===== src/rtl/ddr3_port_arb.sv =====
// Two-port arbiter in front of a Xilinx MIG user interface; read tags route returning data to the issuing port.
// Optional DDR3_ARB_RR_EN: round-robin on contention (default build: fixed priority, port 0 wins).
module ddr3_port_arb #(
    parameter int unsigned ADDR_W    = 28,
    parameter int unsigned LEN_W     = 8,
    parameter int unsigned TAG_DEPTH = 32
) (
    input  logic              ui_clk,
    input  logic              rst_n,
    input  logic              init_calib_complete,
    input  logic              app_rdy,
    input  logic              app_wdf_rdy,
    input  logic              app_rd_data_valid,
    output logic              app_en,
    output logic              app_wdf_wren,
    output logic              app_wdf_end,
    output logic [2:0]        app_cmd,
    output logic [ADDR_W-1:0] app_addr,
    input  logic [1:0]        req,
    input  logic [1:0]        req_wr,
    input  logic [ADDR_W-1:0] req_addr0,
    input  logic [ADDR_W-1:0] req_addr1,
    input  logic [LEN_W-1:0]  req_len0,
    input  logic [LEN_W-1:0]  req_len1,
    output logic [1:0]        gnt,
    output logic [1:0]        wbeat,
    output logic [1:0]        rd_valid,
    output logic [1:0]        done,
    output logic              tag_err
);

    localparam int unsigned TAG_AW = (TAG_DEPTH > 1) ? $clog2(TAG_DEPTH) : 1;
    localparam int unsigned CNT_W  = TAG_AW + 1;
    localparam logic [2:0]  CMD_WR = 3'd0;
    localparam logic [2:0]  CMD_RD = 3'd1;

    typedef enum logic [2:0] {
        ST_INIT,
        ST_ARB,
        ST_WRITE,
        ST_READ,
        ST_DONE
    } state_t;

    state_t              state_q, state_d;
    logic                port_q;
    logic [ADDR_W-1:0]   addr_q;
    logic [LEN_W-1:0]    cnt_q;
    logic [1:0]          gnt_q;

    logic                any_req;
    logic                winner;
    logic [ADDR_W-1:0]   sel_addr;
    logic [LEN_W-1:0]    sel_len;
    logic                sel_wr;
    logic                grant;
    logic                beat;
    logic                push;
    logic                pop;
    logic [1:0]          port_oh;

    logic [TAG_DEPTH-1:0] tag_mem;
    logic [TAG_AW-1:0]    wr_ptr, rd_ptr;
    logic [CNT_W-1:0]     tag_cnt;
    logic                 tag_full;
    logic                 tag_empty;
    logic                 head;
    logic                 tag_err_q;

    assign any_req = |req;

`ifdef DDR3_ARB_RR_EN
    // Last-granted port; starts at port 1 so port 0 wins the first contention.
    logic last_q;

    always_ff @(posedge ui_clk or negedge rst_n) begin
        if (!rst_n) begin
            last_q <= 1'b1;
        end else if (grant) begin
            last_q <= winner;
        end
    end

    assign winner = (req == 2'b11) ? ~last_q : req[1];
`else
    assign winner = ~req[0];
`endif

    assign sel_addr = winner ? req_addr1 : req_addr0;
    assign sel_len  = winner ? req_len1  : req_len0;
    assign sel_wr   = winner ? req_wr[1] : req_wr[0];
    assign port_oh  = port_q ? 2'b10 : 2'b01;

    assign tag_full  = (tag_cnt == CNT_W'(TAG_DEPTH));
    assign tag_empty = (tag_cnt == '0);
    assign pop       = app_rd_data_valid && !tag_empty;
    assign head      = tag_mem[rd_ptr];

    always_ff @(posedge ui_clk or negedge rst_n) begin
        if (!rst_n) begin
            state_q <= ST_INIT;
        end else begin
            state_q <= state_d;
        end
    end

    // Next-state and MIG strobes; a read may issue into a full FIFO when a pop frees a slot.
    always_comb begin
        state_d      = state_q;
        app_en       = 1'b0;
        app_wdf_wren = 1'b0;
        app_wdf_end  = 1'b0;
        app_cmd      = CMD_WR;
        grant        = 1'b0;
        beat         = 1'b0;
        push         = 1'b0;
        case (state_q)
            ST_INIT: begin
                if (init_calib_complete) begin
                    state_d = ST_ARB;
                end
            end
            ST_ARB: begin
                if (any_req) begin
                    grant = 1'b1;
                    if (sel_len == '0) begin
                        state_d = ST_DONE;
                    end else if (sel_wr) begin
                        state_d = ST_WRITE;
                    end else begin
                        state_d = ST_READ;
                    end
                end
            end
            ST_WRITE: begin
                if (app_rdy && app_wdf_rdy) begin
                    app_en       = 1'b1;
                    app_wdf_wren = 1'b1;
                    app_wdf_end  = 1'b1;
                    beat         = 1'b1;
                    if (cnt_q == LEN_W'(1)) begin
                        state_d = ST_DONE;
                    end
                end
            end
            ST_READ: begin
                app_cmd = CMD_RD;
                if (app_rdy && (!tag_full || pop)) begin
                    app_en = 1'b1;
                    push   = 1'b1;
                    beat   = 1'b1;
                    if (cnt_q == LEN_W'(1)) begin
                        state_d = ST_DONE;
                    end
                end
            end
            ST_DONE: begin
                state_d = ST_ARB;
            end
            default: begin
                state_d = ST_INIT;
            end
        endcase
    end

    // Burst context captured at grant; address walks by one 8-word beat.
    always_ff @(posedge ui_clk or negedge rst_n) begin
        if (!rst_n) begin
            port_q <= 1'b0;
            addr_q <= '0;
            cnt_q  <= '0;
            gnt_q  <= 2'b00;
        end else begin
            if (grant) begin
                port_q <= winner;
                addr_q <= sel_addr;
                cnt_q  <= sel_len;
                gnt_q  <= winner ? 2'b10 : 2'b01;
            end else if (beat) begin
                addr_q <= addr_q + ADDR_W'(8);
                cnt_q  <= cnt_q - LEN_W'(1);
            end
            if (state_q == ST_DONE) begin
                gnt_q <= 2'b00;
            end
        end
    end

    // Read tag FIFO: one port-ID bit per outstanding read command.
    always_ff @(posedge ui_clk or negedge rst_n) begin
        if (!rst_n) begin
            tag_mem   <= '0;
            wr_ptr    <= '0;
            rd_ptr    <= '0;
            tag_cnt   <= '0;
            tag_err_q <= 1'b0;
        end else begin
            if (push) begin
                tag_mem[wr_ptr] <= port_q;
                wr_ptr          <= wr_ptr + TAG_AW'(1);
            end
            if (pop) begin
                rd_ptr <= rd_ptr + TAG_AW'(1);
            end
            case ({push, pop})
                2'b10:   tag_cnt <= tag_cnt + CNT_W'(1);
                2'b01:   tag_cnt <= tag_cnt - CNT_W'(1);
                default: tag_cnt <= tag_cnt;
            endcase
            if (app_rd_data_valid && tag_empty) begin
                tag_err_q <= 1'b1;
            end
        end
    end

    assign app_addr = addr_q;
    assign gnt      = gnt_q;
    assign done     = (state_q == ST_DONE) ? port_oh : 2'b00;
    assign wbeat    = app_wdf_wren ? port_oh : 2'b00;
    assign rd_valid = pop ? (head ? 2'b10 : 2'b01) : 2'b00;
    assign tag_err  = tag_err_q;

endmodule


===== config.mk =====
export PLATFORM = sky130hd
export DESIGN_NAME = ddr3_port_arb
export DESIGN_NICKNAME = d
export VERILOG_FILES = /design/src/rtl/ddr3_port_arb.sv
export SDC_FILE = /design/constraint.sdc
export NUM_CORES = 1
export LEC_CHECK = 0
export CORE_ASPECT_RATIO = 1.5
export CORE_MARGIN = 4
export CORE_UTILIZATION = 47
export DETAILED_ROUTE_END_ITERATION = 7
export PLACE_DENSITY = 0.78
export SLEW_MARGIN = 15
export SYNTH_ARGS = -nofsm -noshare
export SYNTH_HDL_FRONTEND = slang
export SYNTH_SLANG_ARGS = --single-unit

===== constraint.sdc =====
create_clock -name ui_clk -period 3.2 [get_ports ui_clk]
set_clock_uncertainty 0.05 [all_clocks]
set_input_delay 0.64 -clock ui_clk [delete_from_list [all_inputs] [get_ports ui_clk]]
set_output_delay 0.64 -clock ui_clk [all_outputs]
set_load 0.03 [all_outputs]

==> impl_metrics.csv, run 1 <==
group,metric,value,unit
cts,root_buffer,"clkbuf_16",
setup_path,crit_arrival,2.35,ns
run_status,status,"finished, final reports clean",
hold_path,holdCritPathClass,"primary input to asynchronous set/reset pin",
logic_synthesis,synth_compound_area_frac,0.1628,
setup_path,critPathKind,"flop to output pin",
cts,clkTransAtPathRegs,0.07,ns
logic_synthesis,synth-xor-area-share,0.04748,
final_layout,final_nets,791,
final_layout,drive_gt1_frac,0.1408,
placed_design,hpwl,11190,µm
setup_path,critPathCaptureType,"output pin",
logic_synthesis,synthDistinctLibCells,68,
setup_path,worstPathRequired,2.51,ns
final_layout,syn2layout_area_growth,29.39,%
setup_path,critPathLaunchType,"flop",
logic_synthesis,synth_area_per_cell,9.675,µm²
die,core_area,11960,µm²
logic_synthesis,syn_area,5718,µm²
final_layout,design_area,7398,µm²
detailed_routing,drcViolationCount,0,
final_layout,antenna_cells,0,
pwr,leakage,3.062,nW
die,die_x,98.06,µm
logic_synthesis,synth_warnings,0,
sta,finalHoldViolCount,0,
final_layout,final_core_util,0.6188,
die,die_area,14030,µm²
logic_synthesis,ys.flop_type,"dfrtp_1",
sta,fin_ws,0.1636,ns
cts,cts_tree,"yes",
pwr,power_density,876.8,nW/µm²
final_layout,final_cells,856,
cts,insertion_delay,0.35,ns
detailed_routing,viasPerCell,5.794,
sta,maxSlewViolCount,0,
job,drv_cap,0,
logic_synthesis,synthSimpleGateAreaFrac,0.1902,
sta,holdWs,0.2654,ns
logic_synthesis,synth_area_leaders,"dfrtp_1 40%, mux2_2 7.1%, mux2i_1 5.6%",
sta,min_period,3.036,ns
placed_design,placed_cell_area,7054,µm²
placed_design,portBuffers,122,
setup_path,crit_slowest_cell,"clkdlybuf4s50_1",
placed_design,place_ws,-0.08183,ns
placed_design,dpl.cell_count,840,
die,dieHeight,143.1,µm
logic_synthesis,synth-seq-cells,91,
die,start_util,0.4783,
detailed_routing,drtIter0Drc,141,
global_route,grt_max_degree,49,
global_route,grt-ovfl-total,0,
logic_synthesis,synth_fa_ha_area_frac,0.02407,
pwr,irDropWorstVdd,0.5129,mV
setup_path,slowest_delay,0.67,ns
sta,rsz0062_at_grt,"no",
die,rows,49,
sta,max-slew-margin-rel,0.5664,
final_layout,fill_cells,980,
die,ios,125,
cts,cts_sinks,91,
setup_path,cp_cell_sequence,"mux2i_1, a22oi_1, nand3_1, nand4_1, nor2_1, clkdlybuf4s50_1",
detailed_routing,first_pass_iters,5,
cts,cts_max_level,3,
sta,fin_crit_sh,0.9489,
logic_synthesis,synth_edf_count,0,
logic_synthesis,synth_top_family_by_area,"simple AND/OR/NAND/NOR gates",
logic_synthesis,synth_mux_area_frac,0.1269,
detailed_routing,ant_nets,0,
global_route,first_global_vias,5248,
global_route,grt_pass1_wl,24770,µm
detailed_routing,postRouteWirelength,14930,µm
detailed_routing,vias,4960,
sta,fmax,0.3293,GHz
detailed_routing,wl_per_cell,17.44,µm
sta,finalSetupViolCount,0,
cts,cts_buffer_depth,2,
logic_synthesis,async_reset_ff_frac,1.000,
logic_synthesis,ys_seq_area_frac,0.3982,
setup_path,crit_fanout,14,
cts,numCtsBuffers,9,
logic_synthesis,synth_top_area_frac,0.3982,
cts,postCtsSetupBuffers,0,
global_route,track_usage,0.2166,
final_layout,final_common_cell,"clkdlybuf4s50_1",
final_layout,layout_common_cells,"114 x clkdlybuf4s50_1, 89 x dfrtp_1, 61 x nand2_1",
global_route,antenna_found_initial,0,
logic_synthesis,synth_top_cell_by_area,"dfrtp_1",
sta,tightest_slew,0.6504,ns
placed_design,place.gp.congestion,0.8889,
logic_synthesis,synth_cells,591,
## routing by layer
metal  track usage  wire, µm  up-vias
li1              -         -     2357
met1        0.2400      5762     2436
met2        0.4078      8109      147
met3       0.04692       794       20
met4       0.07148       263        0
met5             0         0        -
## sequential cells by signal (all words and copies together) (netlist names)
signal	count
port_q	1
wr_ptr	5
state_q	3
gnt	2
tag_cnt	6
app_addr	28
tag_err	1
rd_ptr	5
tag_mem	32
cnt_q	8
## cell families after synthesis
logic type               after synthesis
adder cells (fa/ha/maj)               11
XOR/XNOR                              31
flip-flops                            91
other                                  1
buffers and inverters                 61
AND/OR/NAND/NOR                      201
AO/OA/AOI/OAI                        127
multiplexers                          68
## report_power, final
part / switching (mW) / leakage, nW / internal (mW)
logic: 1.72 / 1.78 / 1.39
clock network: 0.474 / 0.152 / 0.690
registers: 0.604 / 1.13 / 1.61
total: 2.80 / 3.06 / 3.69
## synth_stat cells, drive strengths merged (17+ instances only)
cell	count
o21ai	20
nand2	61
mux2i	32
nor2b	25
a21oi	28
a211oi	22
nand3	17
buf	24
nor2	24
mux2	36
dfrtp	91
xor2	19
clkbuf	21
## final cells by class
cell class	count	area, µm²	share of cell area
clock inverters	7	101.3	0.01370
flip-flops and latches	91	2280	0.3081
multi-input cells	440	3182	0.4301
clock buffers	9	225.2	0.03044
well taps	153	191.4	0.02588
repair buffers	140	1353	0.1828
inverters	16	66.31	0.008963
## metrics by stage
stage	setup TNS, ns	total power, mW
final	0	6.487
after global routing	0	6.917
after CTS	0	6.512
after detailed placement	-0.08183	5.329
after global placement	-0.009361	5.208
after floorplan	0	4.181
## critical path: cells and delay by family, from the launching register on
kind | cells | cell delay (ns)
muxes | 1 | 0.27
DFF | 1 | 0.60
AOI/OAI and AO/OA | 1 | 0.12
buffers and inverters | 1 | 0.67
and+or+nand+nor | 3 | 0.35
## path summary, 6_finish.rpt
| check | end | start | slack [ns] | cells after the start |
|---|---|---|---|---|
| setup reg to reg | tag_cnt[4] | tag_cnt[0] | 0.20 | 12 |
| max in group asynchronous | app_addr[8] | rst_n | 2.14 | 2 |
| setup / recovery | rd_valid[0] | rd_ptr[1] | 0.16 | 6 |
| min in group ui_clk | tag_err | tag_err | 0.42 | 1 |
| hold reg to reg | tag_err | tag_err | 0.42 | 1 |
| hold / removal | tag_cnt[1] | rst_n | 0.27 | 1 |
## repair_timing
action,4_1_cts,5_1_grt
resized for setup,3,5
endpoints found under the setup margin,3,3
cloned,0,0
hold buffers,0,0
Note: power is estimated with default switching activity, not from simulation.
==> run 2: changes to the inputs <==
==> constraint.sdc (replaced) <==
create_clock -name ui_clk -period 3.2 [get_ports ui_clk]
set_clock_uncertainty 0.05 [all_clocks]
set_input_delay 0.96 -clock ui_clk [delete_from_list [all_inputs] [get_ports ui_clk]]
set_output_delay 0.96 -clock ui_clk [all_outputs]
set_load 0.03 [all_outputs]
==> run 2 against run 1 <==
Compared with the run above: combinational power grew 4%; cell area grew 1.8%; register-to-register slack gained 0.06 ns; via count grew 1.7%; worst setup slack lost 0.086 ns; critical endpoint is now app_en; critical path depth grew 1; global-route usage grew 0.64 points; non-clock buffer count grew 13; clock power grew 6%; die area is the same; maximum frequency shrank 2.8%; first-iteration DRC count grew 70%.
==> impl_metrics.csv, run 2 (synthesized netlist as in run 1, its figures left out) <==
group,metric,value,unit
setup_path,critPathCaptureType,"output pin",
global_route,grt_pass1_wl,25510,µm
detailed_routing,wl_per_cell,17.96,µm
global_route,grtUsageMet1,0.2459,
setup_path,critPathKind,"primary input to output pin",
global_route,grt_busiest_layer,"met2",
final_layout,syn2layout_area_growth,31.73,%
global_route,track_usage,0.2230,
setup_path,worstPathRequired,2.19,ns
detailed_routing,ant_nets,0,
detailed_routing,vias,5042,
final_layout,regMostFlops,"tag_mem",
sta,finalSetupViolCount,0,
run_status,status,"finished, final reports clean",
sta,tightest_slew,0.5934,ns
cts,clkTransAtPathRegs,0.06,ns
final_layout,design_area,7532,µm²
final_layout,regArea,2278,µm²
die,start_util,0.4783,
global_route,met3_usage,0.03519,
cts,postCtsHoldBufs,0,
sta,fin_setup_tns,0,ns
sta,rsz0062_at_grt,"no",
placed_design,place.gp.congestion,0.8814,
final_layout,fill_cells,965,
sta,fin_crit_sh,0.9758,
global_route,first_global_vias,5317,
detailed_routing,postRouteWirelength,15610,µm
global_route,grt-ovfl-total,0,
final_layout,antenna_cells,0,
setup_path,crit_arrival,2.11,ns
final_layout,drive_gt1_frac,0.1634,
final_layout,layout_common_cells,"110 x clkdlybuf4s50_1, 90 x dfrtp_1, 61 x nand2_1",
placed_design,portBuffers,122,
global_route,grt_max_degree,48,
cts,cts_tree,"yes",
sta,fmax,0.3202,GHz
cts,insertion_delay,0.34,ns
cts,cts_buffer_depth,2,
setup_path,critPathLaunchType,"primary input",
final_layout,largest_reg_flops,32,
final_layout,multi_input_area,3213,µm²
final_layout,final_nets,804,
die,ios,125,
global_route,antenna_found_initial,0,
sta,min_period,3.123,ns
pwr,leakage,3.146,nW
detailed_routing,drtIter0Drc,240,
cts,cts_sinks,91,
placed_design,hpwl,11650,µm
detailed_routing,first_pass_iters,4,
cts,numCtsBuffers,9,
die,rows,49,
job,drv_cap,0,
detailed_routing,viasPerCell,5.802,
cts,cts_max_level,3,
detailed_routing,drcViolationCount,0,
setup_path,crit_fanout,2,
die,dieHeight,143.1,µm
die,die_area,14030,µm²
sta,finalHoldViolCount,0,
final_layout,final_common_cell,"clkdlybuf4s50_1",
pwr,irDropWorstVdd,0.5121,mV
die,die_x,98.06,µm
pwr,power_density,885.6,nW/µm²
die,core_area,11960,µm²
sta,maxSlewViolCount,0,
sta,max-slew-margin-rel,0.6044,
hold_path,holdCritPathClass,"flop to flop",
global_route,gr-usage-met2,0.4214,
placed_design,placed_cell_area,7114,µm²
cts,root_buffer,"clkbuf_16",
## run 2: changes by cell type in the layout (fill, tap and decap cells not counted), sizes merged
cell / delta
inv: -1
bufinv: +1
clkdlybuf4s50: -4
dlygate4sd2: +2
clkinvlp: -2
clkbuf: +2
dlymetal6s2s: -1
buf: +16
## run 2: what timing repair did
item                       4_1_cts  5_1_grt
gates resized for setup          9        7
setup buffers                    2        1
pin swaps                        2        2
setup endpoints to repair        7        2
## run 2: metal layers
layer,vias to the layer above,part of all wire
met4,0,0.027
met5,-,0
met3,36,0.050
li1,2383,-
met2,160,0.54
met1,2463,0.38
## run 2: where the power goes
group	switching [mW]	leakage [nW]	internal [mW]	total (mW)
clock	0.446	0.169	0.783	1.23
sequential	0.590	1.13	1.61	2.20
combinational	1.79	1.84	1.45	3.24
total	2.83	3.15	3.84	6.67
## run 2: per-stage QoR
step | instances | setup WS [ns] | util | hold slack, ns | total power [mW]
2_1_floorplan | 592 | 0.05570 | - | 0.4046 | 4.184
3_3_place_gp | 850 | -0.2538 | 0.5951 | 0.4009 | 5.221
3_5_place_dp | 850 | -0.2681 | 0.5951 | 0.3959 | 5.373
4_1_cts | 868 | 0.04723 | 0.6272 | 0.4109 | 6.661
5_1_grt | 869 | 0.002947 | 0.6300 | 0.4228 | 7.080
6_report | 869 | 0.07732 | 0.6300 | 0.4064 | 6.670
## run 2: worst paths after layout
kind	from	end	slack [ns]	cells after the start
worst max register to register	tag_cnt[2]	tag_cnt[4]	0.26	12
min in group asynchronous	rst_n	tag_cnt[3]	0.57	1
worst max-delay path	app_rd_data_valid	app_en	0.08	7
worst min-delay path	tag_err	tag_err	0.41	1
max in group asynchronous	rst_n	rd_ptr[1]	1.80	2
worst min register to register	tag_err	tag_err	0.41	1
## run 2: layout make-up
cell class,count,area share
timing repair buffer,153,0.1902
clock inverter,5,0.01329
multi-input combinational,440,0.4266
tap,153,0.02542
sequential,91,0.3025
inverter,16,0.009801
clock buffer,11,0.03223
## run 2: critical path, stage by stage
cell and delay [ns]:
dlygate4sd2_1 0.27, nor3b_4 0.28, a21oi_4 0.09, buf_4 0.16, nor2_4 0.11, clkinv_2 0.06
buf_4 0.16
